===== config.mk =====
export PLATFORM = sky130hd
export DESIGN_NAME = grf_multiport
export DESIGN_NICKNAME = d
export VERILOG_FILES = /design/src/rtl/grf_multiport.sv
export SDC_FILE = /design/constraint.sdc
export NUM_CORES = 2
export LEC_CHECK = 0
export CORE_ASPECT_RATIO = 1.2
export CORE_MARGIN = 5
export CORE_UTILIZATION = 60
export DETAILED_ROUTE_END_ITERATION = 12
export MAX_ROUTING_LAYER = met4
export PLACE_DENSITY_LB_ADDON = 0.25
export SLEW_MARGIN = 20
export SYNTH_ARGS = -nofsm -noshare
export SYNTH_HDL_FRONTEND = slang
export SYNTH_SLANG_ARGS = --single-unit

===== constraint.sdc =====
create_clock -name clk -period 49.5 [get_ports clk]
set_input_delay 12.375 -clock clk [delete_from_list [all_inputs] [get_ports clk]]
set_output_delay 12.375 -clock clk [all_outputs]
set_load 0.02 [all_outputs]

===== src/rtl/grf_multiport.sv =====
// ---------------------------------------------------------------------------
// grf_multiport: general-purpose register file with NRD combinational read
// ports, one write port, optional write-to-read forwarding and a per-register
// pending-write scoreboard.
//
// Ports
//   clk       in   rising-edge clock
//   reset     in   asynchronous active-high reset
//   we        in   write enable
//   waddr     in   [ADDR_W-1:0]      write address
//   wdata     in   [DATA_W-1:0]      write data
//   raddr     in   [NRD*ADDR_W-1:0]  read addresses, port k at [k*ADDR_W +: ADDR_W]
//   rdata     out  [NRD*DATA_W-1:0]  read data, port k at [k*DATA_W +: DATA_W]
//   iss_en    in   issue strobe, marks iss_addr pending
//   iss_addr  in   [ADDR_W-1:0]      destination of the issued instruction
//   busy      out  [NRD-1:0]         pending flag per read port
//   busy_cnt  out  [ADDR_W:0]        number of pending registers
// Register 0 is hard-wired to zero; writes and issues to it are dropped.
// ---------------------------------------------------------------------------
module grf_multiport #(
    parameter int                 DATA_W  = 32,
    parameter int                 ADDR_W  = 5,
    parameter int                 NRD     = 2,
    parameter int                 BYPASS  = 1,
    parameter logic [DATA_W-1:0]  GP_INIT = 32'h1800,
    parameter logic [DATA_W-1:0]  SP_INIT = 32'h2ffc
) (
    input  logic                    clk,
    input  logic                    reset,
    input  logic                    we,
    input  logic [ADDR_W-1:0]       waddr,
    input  logic [DATA_W-1:0]       wdata,
    input  logic [NRD*ADDR_W-1:0]   raddr,
    output logic [NRD*DATA_W-1:0]   rdata,
    input  logic                    iss_en,
    input  logic [ADDR_W-1:0]       iss_addr,
    output logic [NRD-1:0]          busy,
    output logic [ADDR_W:0]         busy_cnt
);

    localparam int NREG = 2 ** ADDR_W;

    // Population count of the scoreboard vector.
    function automatic logic [ADDR_W:0] popcount(input logic [NREG-1:0] v);
        logic [ADDR_W:0] cnt;
        cnt = {(ADDR_W+1){1'b0}};
        for (int i = 0; i < NREG; i++) begin
            cnt = cnt + {{ADDR_W{1'b0}}, v[i]};
        end
        return cnt;
    endfunction

    logic [DATA_W-1:0] regs_q [NREG];
    logic [NREG-1:0]   sb_q;
    logic [NREG-1:0]   sb_d;
    logic [ADDR_W:0]   busy_cnt_q;
    logic [ADDR_W:0]   busy_cnt_d;
    logic              wr_act_s;
    logic              iss_act_s;

    assign wr_act_s  = we && (waddr != {ADDR_W{1'b0}});
    assign iss_act_s = iss_en && (iss_addr != {ADDR_W{1'b0}});

    // Scoreboard next state: clear on write first, then set on issue so a
    // newer producer to the same register keeps the bit pending.
    always_comb begin
        sb_d = sb_q;
        if (wr_act_s) begin
            sb_d[waddr] = 1'b0;
        end else begin
            sb_d = sb_d;
        end
        if (iss_act_s) begin
            sb_d[iss_addr] = 1'b1;
        end else begin
            sb_d = sb_d;
        end
        busy_cnt_d = popcount(sb_d);
    end

    // Register storage with reset-time initial values for gp and sp.
    always_ff @(posedge clk or posedge reset) begin
        if (reset) begin
            for (int i = 0; i < NREG; i++) begin
                if (i == 28) begin
                    regs_q[i] <= GP_INIT;
                end else if (i == 29) begin
                    regs_q[i] <= SP_INIT;
                end else begin
                    regs_q[i] <= {DATA_W{1'b0}};
                end
            end
        end else if (wr_act_s) begin
            regs_q[waddr] <= wdata;
        end
    end

    // Scoreboard bits and their population count, updated on the same edge.
    always_ff @(posedge clk or posedge reset) begin
        if (reset) begin
            sb_q       <= {NREG{1'b0}};
            busy_cnt_q <= {(ADDR_W+1){1'b0}};
        end else begin
            sb_q       <= sb_d;
            busy_cnt_q <= busy_cnt_d;
        end
    end

    // Read ports: storage lookup with optional same-cycle forwarding of the
    // write data; busy is suppressed when that forwarding resolves the hazard.
    always_comb begin
        rdata = {(NRD*DATA_W){1'b0}};
        busy  = {NRD{1'b0}};
        for (int k = 0; k < NRD; k++) begin
            if ((BYPASS != 0) && wr_act_s && (waddr == raddr[k*ADDR_W +: ADDR_W])) begin
                rdata[k*DATA_W +: DATA_W] = wdata;
                busy[k]                   = 1'b0;
            end else begin
                rdata[k*DATA_W +: DATA_W] = regs_q[raddr[k*ADDR_W +: ADDR_W]];
                busy[k]                   = sb_q[raddr[k*ADDR_W +: ADDR_W]];
            end
        end
    end

    assign busy_cnt = busy_cnt_q;

endmodule


# == Word level (Yosys, flattened, before mapping) ==
# Index checks and enable logic that the tools add are counted.
# classes
add_sub_neg,31
reduce_logical,9
magnitude_cmp,10
eq_ne,2
n_bitwise,6
n_mux,23
# ops
cell,n
1024-bit bitwise mux,1
32-bit binary-select mux with 5-bit select,2
32-bit 2-to-1 mux,9
32-bit demux with 5-bit select,1
6-bit by 1-bit adder with 6-bit output,26
32-bit AND,1
32-bit inverter,1
32-bit bitwise OR,1
"5-bit by 6-bit < comparator with 1-bit output, second input constant",4
"6-bit greater-or-equal comparator, second input constant",3
5-bit inverter with 6-bit output,3
1-bit binary-select mux with 5-bit select,2
1-bit demux with 5-bit select,2
5-bit == test,2
"5-bit by 1-bit greater-or-equal comparator with 1-bit output, second input constant",2
5-bit nonzero test,2
1-bit logical AND,7
5-bit by 1-bit adder with 6-bit output,1
"6-bit by 1-bit < comparator with 1-bit output, second input constant",1
1-bit 2-to-1 mux,6
4-bit by 1-bit adder with 5-bit output,1
3-bit by 1-bit adder with 4-bit output,1
2-bit by 1-bit adder with 3-bit output,1
1-bit by 1-bit adder with 2-bit output,1
# word_totals
regBits,1062
input_bits,56
wordCells,115
out_inout_bits,72

# == Longest topological paths before layout ==
# logic_depth
ltp_word,40
ltp_mapped,23
depth_no_buf,21

# == Least setup slack after synthesis ==
# Ideal clock, no wire load.
# synth_timing
path_kind,input-to-output
from,in raddr[0]
to,out rdata[0]
n_path_buf,3
path_stages,7
t_required_ps,37125
arrival_ps,14195
slack_ps,22930
cell_sequence,buf_4 > buf_6 > buf_6 > mux4_2 > o22ai_1 > or4_1 > o21ai_0
# synth_via
elab_chain_len,5
word_cells_on_any_way,7
cone_classes,1 x eq/ne; 4 x mux; 1 x bitwise; 1 x reduce/logical
# synth_lines
element,line,rtl
from (decl),33,"input logic [NRD*ADDR_W-1:0] raddr,"
5-bit inverter with 6-bit output (implied by the code),119,rdata[k*DATA_W +: DATA_W] = regs_q[raddr[k*ADDR_W +: ADDR_W]];
32-bit binary-select mux with 5-bit select,119,
32-bit 2-to-1 mux (implied by the code) (2 in a row),119,
32-bit 2-to-1 mux *,115,if ((BYPASS != 0) && wr_act_s && (waddr == raddr[k*ADDR_W +: ADDR_W])) begin
to (decl),34,"output logic [NRD*DATA_W-1:0] rdata,"
# Mark *: on every way between the ends. The rest lies on a longest branch, timed or not. The select of a mux whose other input is x is not followed.

# == Worst setup path in the final report ==
# layout_timing
from,in raddr[6]
to,out rdata[32]
# Same word-level chain as after synthesis.

==> metrics.csv <==
metric,value,unit
path_class,input pin to output pin,
die_w,290,um
fin_hold_ws,399,ps
ys_async_sr_fraction,1.00,
tns,0,ps
die_area,100000,sq um
drive_above_1_share,0.504,
clock-sinks,1062,
rows,123,
report.final.setup_viol,0,
syn_inst,3713,
drt-wirelength-per-cell,34.7,um
min_path_type,flop to flop,
io_buffer_count,127,
fmax,33.7,MHz
ff2ff_path_depth,19,
drtPass1Iterations,5,
holdBufCountCts,0,
powerDensity,45.7,nW/um^2
fin_crit,29670,ps
drc,0,
core_region_area,93400,sq um
drv_slew,0,
nets,3691,
start_util,0.603,
vias,36751,
ys_types,51,
grt.overflow.total,0,
cts_root_buffer,clkbuf_16,
fin_skew,19.5,ps
synthesis.nets,3800,
worst_pin_slew,1200,ps
finalHoldViolCount,0,
r2r_start,sb_q[21],
r2r_setup_slack,44330,ps
grt_usage,0.357,
die_height,346,um
yosys_register_bits,1062,
synth_area,56300,sq um
first_global_vias,39019,
cts_setup_buffers,0,
status,finished clean,
critPathLaunchType,input pin,
cts_max_path_buffers,3,
ys_warn_count,0,
hold_path_end,regs_q[1020],
ioPinCount,128,
rsz0062_at_grt,no,
whs_path_depth,0,
post-dp-hpwl,90200,um
timing.rr.end,busy_cnt[4],
place.gp.congestion,0.881,
detail-route-antenna-nets,0,
worstPathRequired,37120,ps
h-tree-depth,3,
grt_max_degree,171,
synthFlopType,dfrtp_1,
cp.arrival,17300,ps
postSynthAreaPerCell,15.2,sq um
cts_tree,built,
antenna_found_initial,1,
seq_area_frac_synth,0.472,
end_kind,output pin,
grt_pass1_wl,257000,um
drt_iter0_drc,4532,
max-slew-margin-rel,0.199,
numCtsBuffers,107,
maxCapViolations,0,
hp-start,regs_q[1020],
vias_per_cell,7.43,
power_leakage,26.4,nW
ir_drop,193,uV
clk_pin_slew_worst_paths,60,ps
wirelength,172000,um
area_growth,9.21,%
crit_fanout,76,
fin_crit_sh,0.599,
cts_resized,0,
insertion_delay,700,ps
synth_edf_count,0,
metrics by stage:
| stage | setup WS, ps | util | power, mW | area, sq um | std cells |
|---|---|---|---|---|---|
| 2_1_floorplan | 7250 | - | 1.76 | 56300 | 3713 |
| 3_3_place_gp | 19670 | 0.619 | 1.91 | 57800 | 4743 |
| 3_5_place_dp | 19630 | 0.619 | 1.97 | 57800 | 4743 |
| 4_1_cts | 19610 | 0.658 | 2.82 | 61500 | 4942 |
| 5_1_grt | 19680 | 0.659 | 2.95 | 61500 | 4945 |
| 6_report | 19830 | 0.659 | 2.81 | 61500 | 4947 |
cell type report:
cell class                      instances  area (sq um)
Fill cell                            6403         31900
Antenna cell                            3          7.51
Multi-Input combinational cell       2181         27600
Inverter                               43           169
Clock buffer                          156          3090
Clock inverter                         43           573
Tap cell                             1250          1560
Timing Repair Buffer                  209          1920
Sequential cell                      1062         26600
cells in the mapped netlist, drive strengths merged, types with 3 or more instances:
cell,instances,area share
a22o,17,0.0026
a22oi,5,0.00067
and3b,3,0.00047
buf,216,0.024
clkbuf,211,0.014
dfrtp,1049,0.47
dfstp,13,0.0061
fa,24,0.0085
ha,7,0.0016
inv,43,0.0029
mux2,993,0.20
mux2i,8,0.0014
mux4,529,0.21
nand2,103,0.0069
nand3,12,0.0011
nand3b,5,0.00067
nor2,22,0.0015
nor2b,5,0.00056
nor3,3,0.00027
nor3b,8,0.0011
o21ai,76,0.0068
o22ai,248,0.028
o32ai,3,0.00047
or2,5,0.00056
or3,5,0.00056
or4,62,0.0083
xnor2,9,0.0014
xor2,4,0.00062
worst max path at each step:
stage                  start  depth (start not counted)     endpoint
detailed placement  raddr[5]                          8    rdata[52]
CTS                 raddr[5]                          8    rdata[52]
floorplan              reset                          1  busy_cnt[0]
global route        raddr[5]                          8    rdata[60]
global placement    raddr[5]                          8    rdata[52]
finish              raddr[6]                          8    rdata[32]
cell usage in the layout (no fill, tap or decap), types with 15 or more instances in the layout:
master / synthesis / routed
a22o_1: 17 / 17
buf_4: 41 / 72
clkbuf_1: 211 / 27
clkbuf_16: 0 / 108
clkbuf_8: 0 / 21
clkdlybuf4s50_1: 0 / 109
clkinv_2: 0 / 23
dfrtp_1: 1049 / 1049
fa_1: 24 / 24
inv_1: 43 / 42
mux2_2: 993 / 993
mux4_2: 529 / 529
nand2_1: 103 / 78
nand2_2: 0 / 25
nor2_1: 22 / 15
o21ai_0: 76 / 76
o22ai_1: 248 / 248
or4_1: 62 / 62
sequential cells by signal, indices dropped and copies added, names as in the netlist:
signal	flops
regs_q	1024
sb_q	32
busy_cnt	6
logic make-up after synthesis:
logic type | Yosys count | share of synthesized area
buf+inv | 470 | 0.0410
flops | 1062 | 0.472
mux | 1530 | 0.411
fa+ha+maj | 31 | 0.0101
simple gates | 243 | 0.0234
compound gates | 364 | 0.0402
xor+xnor | 13 | 0.00202
metal layers:
metal	wire (um)	vias to the layer above	track usage
met5	0	-	-
li1	-	14194	-
met4	9980	0	0.164
met1	63500	19712	0.472
met3	17900	605	0.0894
met2	80400	2240	0.530
report_power, final:
group	total (mW)	switching (mW)	internal [mW]
Sequential	1.17	0.125	1.04
Clock	0.851	0.350	0.500
Combinational	0.794	0.352	0.442
worst max-delay path, stage by stage:
cell,delay (ps)
buf_8,570
buf_4,940
buf_4,900
mux4_2,370
o22ai_1,90
or4_1,550
o21ai_0,630
clkdlybuf4s50_1,750
Power figures use the tool's default switching activity.
